### src/rtl/modn_sched_pkg.sv
// Shared types for the mod-N step scheduler: FSM state encoding and requester ids.
package modn_sched_pkg;

    typedef enum logic [1:0] {
        ST_IDLE  = 2'd0,
        ST_GRANT = 2'd1,
        ST_RUN   = 2'd2,
        ST_DONE  = 2'd3
    } sched_state_t;

    typedef enum logic {
        REQ_UP = 1'b0,
        REQ_DN = 1'b1
    } req_id_t;

    localparam int STATE_W = 2;

endpackage

### src/rtl/modn_rr_arb.sv
// Two-way round-robin arbiter: on contention the requester not served last wins.
module modn_rr_arb
    import modn_sched_pkg::*;
(
    input  logic       up_req,
    input  logic       dn_req,
    input  logic       last,
    output logic [1:0] gnt
);

    // gnt[0] = up, gnt[1] = dn
    always_comb begin
        gnt = 2'b00;
        if (up_req && dn_req) begin
            gnt = (last == REQ_DN) ? 2'b01 : 2'b10;
        end else if (up_req) begin
            gnt = 2'b01;
        end else if (dn_req) begin
            gnt = 2'b10;
        end
    end

endmodule

### src/rtl/modn_step_scheduler.sv
// Grants step bursts of a mod-N counter to an up and a down requester.
// Optional abort input is enabled with MODN_SCHED_ABORT_EN.
module modn_step_scheduler
    import modn_sched_pkg::*;
#(
    parameter int N     = 10,
    parameter int MSB   = 4,
    parameter int LEN_W = 4
) (
    input  logic             clk,
    input  logic             arst_n,
    input  logic             up_req,
    input  logic             dn_req,
    input  logic [LEN_W-1:0] up_len,
    input  logic [LEN_W-1:0] dn_len,
    input  logic [MSB-1:0]   cnt_val,
`ifdef MODN_SCHED_ABORT_EN
    input  logic             abort,
`endif
    output logic             up_gnt,
    output logic             dn_gnt,
    output logic             up_done,
    output logic             dn_done,
    output logic             step_en,
    output logic             step_up,
    output logic             wrap,
    output logic [1:0]       dbg_state
);

    // Handshake: req is a level held by the requester; the winner's len must be
    // valid during its one-cycle gnt pulse, after which req and len are ignored
    // until the matching done pulse.
    sched_state_t     state, state_nxt;
    req_id_t          served, last;
    logic             dir_up;
    logic [LEN_W-1:0] remaining;
    logic [LEN_W-1:0] len_sel;
    logic [1:0]       arb_gnt;
    logic             abort_hit;

`ifdef MODN_SCHED_ABORT_EN
    assign abort_hit = abort;
`else
    assign abort_hit = 1'b0;
`endif

    modn_rr_arb u_arb (
        .up_req (up_req),
        .dn_req (dn_req),
        .last   (last),
        .gnt    (arb_gnt)
    );

    assign len_sel = (served == REQ_UP) ? up_len : dn_len;

    always_ff @(posedge clk or negedge arst_n) begin
        if (!arst_n) begin
            state <= ST_IDLE;
        end else begin
            state <= state_nxt;
        end
    end

    always_comb begin
        state_nxt = state;
        case (state)
            ST_IDLE:  if (up_req || dn_req) state_nxt = ST_GRANT;
            ST_GRANT: state_nxt = (len_sel == '0) ? ST_DONE : ST_RUN;
            ST_RUN:   if (remaining == LEN_W'(1) || abort_hit) state_nxt = ST_DONE;
            ST_DONE:  state_nxt = ST_IDLE;
            default:  state_nxt = ST_IDLE;
        endcase
    end

    // Winner is captured on leaving IDLE so gnt, len and direction all refer to it.
    always_ff @(posedge clk or negedge arst_n) begin
        if (!arst_n) begin
            served    <= REQ_UP;
            last      <= REQ_DN;
            dir_up    <= 1'b0;
            remaining <= '0;
        end else begin
            case (state)
                ST_IDLE: begin
                    if (arb_gnt != 2'b00) served <= arb_gnt[1] ? REQ_DN : REQ_UP;
                end
                ST_GRANT: begin
                    remaining <= len_sel;
                    dir_up    <= (served == REQ_UP);
                end
                ST_RUN:  remaining <= remaining - LEN_W'(1);
                ST_DONE: last <= served;
                default: ;
            endcase
        end
    end

    always_comb begin
        up_gnt    = (state == ST_GRANT) && (served == REQ_UP);
        dn_gnt    = (state == ST_GRANT) && (served == REQ_DN);
        up_done   = (state == ST_DONE)  && (served == REQ_UP);
        dn_done   = (state == ST_DONE)  && (served == REQ_DN);
        step_en   = (state == ST_RUN);
        step_up   = (state == ST_RUN) && dir_up;
        wrap      = step_en && ((step_up && cnt_val == MSB'(N - 1)) ||
                                (!step_up && cnt_val == '0));
        dbg_state = state;
    end

endmodule

### config.mk
export PLATFORM = sky130hd
export DESIGN_NAME = modn_step_scheduler
export DESIGN_NICKNAME = d
export VERILOG_FILES = /design/src/rtl/modn_sched_pkg.sv /design/src/rtl/modn_rr_arb.sv /design/src/rtl/modn_step_scheduler.sv
export SDC_FILE = /design/constraint.sdc
export NUM_CORES = 1
export LEC_CHECK = 0
export BUFFER_PORTS_ARGS = -buffer_cell sky130_fd_sc_hd__buf_2
export CAP_MARGIN = 20
export CORE_MARGIN = 2
export CORE_UTILIZATION = 46
export CTS_BUF_LIST = sky130_fd_sc_hd__clkbuf_16
export CTS_CLUSTER_SIZE = 28
export DETAILED_ROUTE_END_ITERATION = 8
export GPL_ROUTABILITY_DRIVEN = 0
export PLACE_DENSITY = 0.8
export SYNTH_ARGS = -nofsm -noshare
export SYNTH_HDL_FRONTEND = slang
export SYNTH_SLANG_ARGS = --single-unit
### constraint.sdc
create_clock -name clk -period 1.9 [get_ports clk]
set_input_delay 0.38 -clock clk [delete_from_list [all_inputs] [get_ports clk]]
set_output_delay 0.38 -clock clk [all_outputs]
set_load 0.01 [all_outputs]
* Word-level counts from Yosys, hierarchy flattened
Cells that the tools add are included.
Operators by class: reductions and logical operators 19, add/subtract/negate cells 1, muxes and demuxes 11, equality and inequality tests 7, bitwise operators 1
Operators by type and width (count):
- 2-bit two-way mux | 6
- 1-bit logical AND | 9
- 4-bit logical NOT | 2
- 2-bit case mux with 4 select lines | 1
- 4-bit case mux with 2 select lines | 1
- 2-bit == test, second input constant | 2
- 4-bit by 1-bit == test with 1-bit output, second input constant | 1
- 4-bit == test, second input constant | 1
- 4-bit two-way mux | 1
- 2-bit AND reduction | 2
- 2-bit nonzero test | 2
- 4-bit by 1-bit subtractor with 4-bit output, second input constant | 1
- 2-bit by 1-bit == test with 1-bit output, second input constant | 1
- 2-bit logical NOT | 1
- 1-bit logical OR | 2
- 1-bit two-way mux | 2
- 2-bit by 1-bit inequality test with 1-bit output, second input constant | 1
- 2-bit inequality test, second input constant | 1
- 1-bit logical NOT | 1
- 1-bit NOT | 1
Word-level totals: input bits 16, output and inout bits 9, register bits after elaboration 9, logic and storage cells 44

* Logic depth before layout (Yosys ltp)
word-level depth 6, depth in mapped cells 6, depth with buffers taken out 5

* Hierarchy
A second synthesis with hierarchy kept.
Unflattened totals: cell total of the unflattened synthesis 73, area total of the unflattened synthesis 674.4 sq um
By module, submodules not included:
- modn_step_scheduler | seq. area each 226.5 sq um, times used 1, cells each 70, area an instance 655.6 sq um
- modn_rr_arb | seq. area each 0.0 sq um, times used 1, cells each 3, area an instance 18.8 sq um

* Least setup slack after synthesis
No wires, ideal clock.
path type flip-flop to output port, start register state[0] (netlist: dbg_state[0]), end output wrap, stages on the path, launching flop included 6, data arrival time 1361 ps, data required time 1520 ps, setup slack 159 ps, path buffers 1, cells stage by stage dfrtp_1 > inv_1 > ha_1 > clkbuf_1 > nand2_1 > a21oi_1
On the way: cells in the longest elaborated chain, start to end 6, elaborated cells on any way between the ends 7, classes of those cells eq/ne: 1; reduce/logical: 6
Ends and longest elaborated chain:
- start, declared | RTL line modn_step_scheduler.sv:33 | sched_state_t state, state_nxt;
- start signal, assigned | RTL line modn_step_scheduler.sv:60 | state <= state_nxt;
- 2-bit == test * | RTL line modn_step_scheduler.sv:103 | step_en = (state == ST_RUN);
- via step_en | RTL line modn_step_scheduler.sv:24 | output logic step_en,
- 1-bit logical AND | RTL line modn_step_scheduler.sv:104 | step_up = (state == ST_RUN) && dir_up;
- 1-bit logical NOT | RTL line modn_step_scheduler.sv:106 | (!step_up && cnt_val == '0));
- 1-bit logical AND | RTL line modn_step_scheduler.sv:106
- 1-bit logical OR | RTL line modn_step_scheduler.sv:105 | wrap = step_en && ((step_up && cnt_val == MSB'(N - 1)) ||
- 1-bit logical AND * | RTL line modn_step_scheduler.sv:105
- end, declared | RTL line modn_step_scheduler.sv:26 | output logic wrap,
The timed path passes the listed nets; every way through them passes the cells marked *.

* Worst setup path after layout
start register remaining[1], end register state[1] (netlist: dbg_state[1])
On the way: cells in the longest elaborated chain, start to end 3
Ends and longest elaborated chain:
- start, declared | RTL line modn_step_scheduler.sv:36 | logic [LEN_W-1:0] remaining;
- start signal, assigned | RTL line modn_step_scheduler.sv:88 | remaining <= len_sel;
- start signal, assigned | RTL line modn_step_scheduler.sv:91 | ST_RUN: remaining <= remaining - LEN_W'(1);
- 4-bit by 1-bit == test with 1-bit output | RTL line modn_step_scheduler.sv:69 | ST_RUN: if (remaining == LEN_W'(1) || abort_hit) state_nxt = ST_DONE;
- 2-bit by 1-bit inequality test with 1-bit output (no line)
- 2-bit AND reduction (no line)
No other way between the ends. A chain may end at the register's enable or synchronous reset.

==> flow_summary.yaml <==
outcome:
  outcome: "finished, violations left"
  violations: "negative hold slack"
grt:
  gr-total-overflow: 0
  grt_pass1_wl_um: 2332
  antenna_found_initial: 0
  grt_max_degree: 12
  track_usage: 0.2266
  grt_pass1_vias: 510
cts:
  hold_buffers: 0
  clk_pin_slew_ns: 0.04
  cts_tree: "built"
  cts_made_buffers: 3
  cts-root-buf: "clkbuf_16"
  post_cts_buffers: 0
  cts-htree-levels: 1
  cts_buffer_depth: 2
  cts_sinks: 9
  clkLatencyLatePin_ns: 0.23
  cts_resized: 0
floorplan:
  die_width_um: 41.39
  die_area_um2: 1713
  core-area_um2: 1301
  rows: 13
  ios: 25
  start_util: 0.4942
  die_h_um: 41.39
power_and_ir_drop:
  seqPwrFrac: 0.266
  power.switching_mw: 0.6420
  vdd_drop_max_v: 0.001285
  pwr-share-comb: 0.505
  power.density_nw_per_um2: 1888
  swShare: 0.3974
  clkPwrFrac: 0.229
  leakage_nw: 0.4244
  intPower_mw: 0.9736
cells_and_area:
  synthToLayoutAreaGrowth_pct: 33.07
  num_antenna_cells: 0
  n_fill_cell: 108
  finalNonFillerCells: 110
  final_nets: 118
  final_common_cell: "buf_2"
  drive_above_1_share: 0.3684
  most-common-layout-cells: "buf_2 (24), dfrtp_1 (8), inv_1 (6), ha_1 (6)"
sta:
  tns_ns: 0
  rsz0062_at_grt: "false"
  relSlewSlack: 0.7675
  worst_pin_slew_ns: 0.3487
  fin_skew_ns: 0.001657
  min_period_over_period: 0.9161
  hold_ws_ns: -0.009984
  clock.fmax_mhz: 574.5
  finalHoldViolCount: 8
  period_minus_slack_ns: 1.741
  setup_viol_count_final: 0
  finalMaxSlewViolations: 0
synth:
  ys_types: 28
  ys_seq_area_frac: 0.3521
  netlist_instances: 69
  post_synth.cell_area_avg_um2: 9.321
  synth_seq_cells: 9
  syn-num-nets: 91
  synth_warnings: 0
  syn-cell-area_um2: 643.1
drt:
  drt-met1-wl_um: 655
  routed.top_layer: "met4"
  drt-initial-drc-count: 18
  antenna_left: 0
  route.met3.wl_um: 74
  viasPerCell: 5.536
  wl_met2_um: 839
  drtPass1Iterations: 4
  routedWlPerCell_um: 14.35
  num_vias: 609
  drc: 0
  wl_um: 1578
placement:
  dp_hpwl_um: 1130
  numPortBuffers: 24
  dp.cells: 106
critical_path:
  cp_max_fo: 3
  cp-start-kind: "register"
  worstSetupPathType: "register to register"
  required_ns: 2.01
  worstSetupEndpointType: "register"
  crit_arrival_ns: 1.86
  r2r-start: "remaining[1]"
  startpoint: "remaining[1]"
hold_path:
  hold_class: "input port to async pin"
job:
  cap_violations: 0
==> cells in the mapped netlist <==
cell type  n  area [µm²]
nand3_1    3       15.01
a211oi_1   1       7.510
o21ai_0    2       10.01
and2_1     3       18.77
inv_1      5       18.77
a21oi_1    4       20.02
or3b_4     1       11.26
nand2b_1   2       12.51
buf_2      1       5.000
a221o_1    1       10.01
mux2_2     5       56.30
o22ai_1    1       6.260
a22oi_1    3       22.52
nand2_1    5       18.77
nor2_1     3       11.26
ha_1       6       75.07
dfrtp_1    8       200.2
nor3_1     1       5.000
dfstp_2    1       26.28
o221ai_1   1       8.760
or3_1      1       6.260
nor4_1     2       12.51
mux2i_1    2       20.02
clkbuf_1   2       7.510
a32o_1     1       10.01
o211ai_1   1       7.510
a21o_1     1       7.510
nor2b_1    2       12.51
==> worst paths after layout <==
check,slack [ns],endpoint,cells after the start
worst max-delay path,0.16,dbg_state[1],5
worst min-delay path,-0.01,remaining[2],1
worst max register to register,0.16,dbg_state[1],5
worst min register to register,0.52,dir_up,1
max in group asynchronous,1.66,last,1
min in group clk,0.43,served,2
==> final cells by class <==
cell class	instances	area (µm²)	share of cell area
Inverter	5	18.77	0.02193
Tap cell	15	18.77	0.02193
Sequential cell	9	226.5	0.2646
Timing Repair Buffer	25	127.6	0.1491
Clock inverter	1	3.754	0.004386
Clock buffer	3	75.07	0.08772
Multi-Input combinational cell	52	385.4	0.4503
==> flip-flops by register name (all words and copies together), names as in the netlist <==
register	count
served	1
last	1
remaining	4
dbg_state	2
dir_up	1
==> metal layers <==
| layer | GRT usage | vias to the layer above |
|---|---|---|
| met5 | 0 | - |
| met1 | 0.2730 | 285 |
| met4 | 0.09677 | 0 |
| met2 | 0.3594 | 17 |
| met3 | 0.08511 | 2 |
| li1 | - | 305 |
==> critical path, cell delays in order, from the launching register on <==
cell and delay [ns]:
dfrtp_1 0.36, inv_1 0.11, ha_1 0.19, or3b_4 0.40, a22oi_1 0.20, mux2_2 0.36
==> cells by family (layout without fill, tap and decap cells) <==
kind of cell / after synthesis / count (layout) / synth area share
adders and majority gates: 6 / 6 / 0.1167
and+or+nand+nor: 23 / 23 / 0.1926
muxes: 7 / 7 / 0.1187
DFF: 9 / 9 / 0.3521
buffers and inverters: 8 / 34 / 0.04864
AOI/OAI and AO/OA: 16 / 16 / 0.1712
==> power by group through the flow <==
stage,Combinational (mW),Sequential [mW],Clock [mW]
after floorplan,0.609,0.384,0
after global placement,0.764,0.422,0
after detailed placement,0.791,0.426,0
after CTS,0.815,0.430,0.377
after global routing,0.914,0.448,0.385
final,0.815,0.430,0.370
==> through the flow <==
step | instance area [µm²] | hold WS [ns] | total power [mW] | worst slack [ns] | util
6_report | 855.8 | -0.009984 | 1.616 | 0.1594 | 0.6577
5_1_grt | 855.8 | 0.008648 | 1.747 | 0.04084 | 0.6577
4_1_cts | 855.8 | 0.0007353 | 1.622 | 0.1537 | 0.6577
3_5_place_dp | 777.0 | 0.2498 | 1.217 | 0.2554 | 0.5971
3_3_place_gp | 777.0 | 0.2473 | 1.185 | 0.3014 | 0.5971
2_1_floorplan | 643.1 | 0.08441 | 0.9926 | 0.1589 | -
Power figures use the tool's default switching activity.
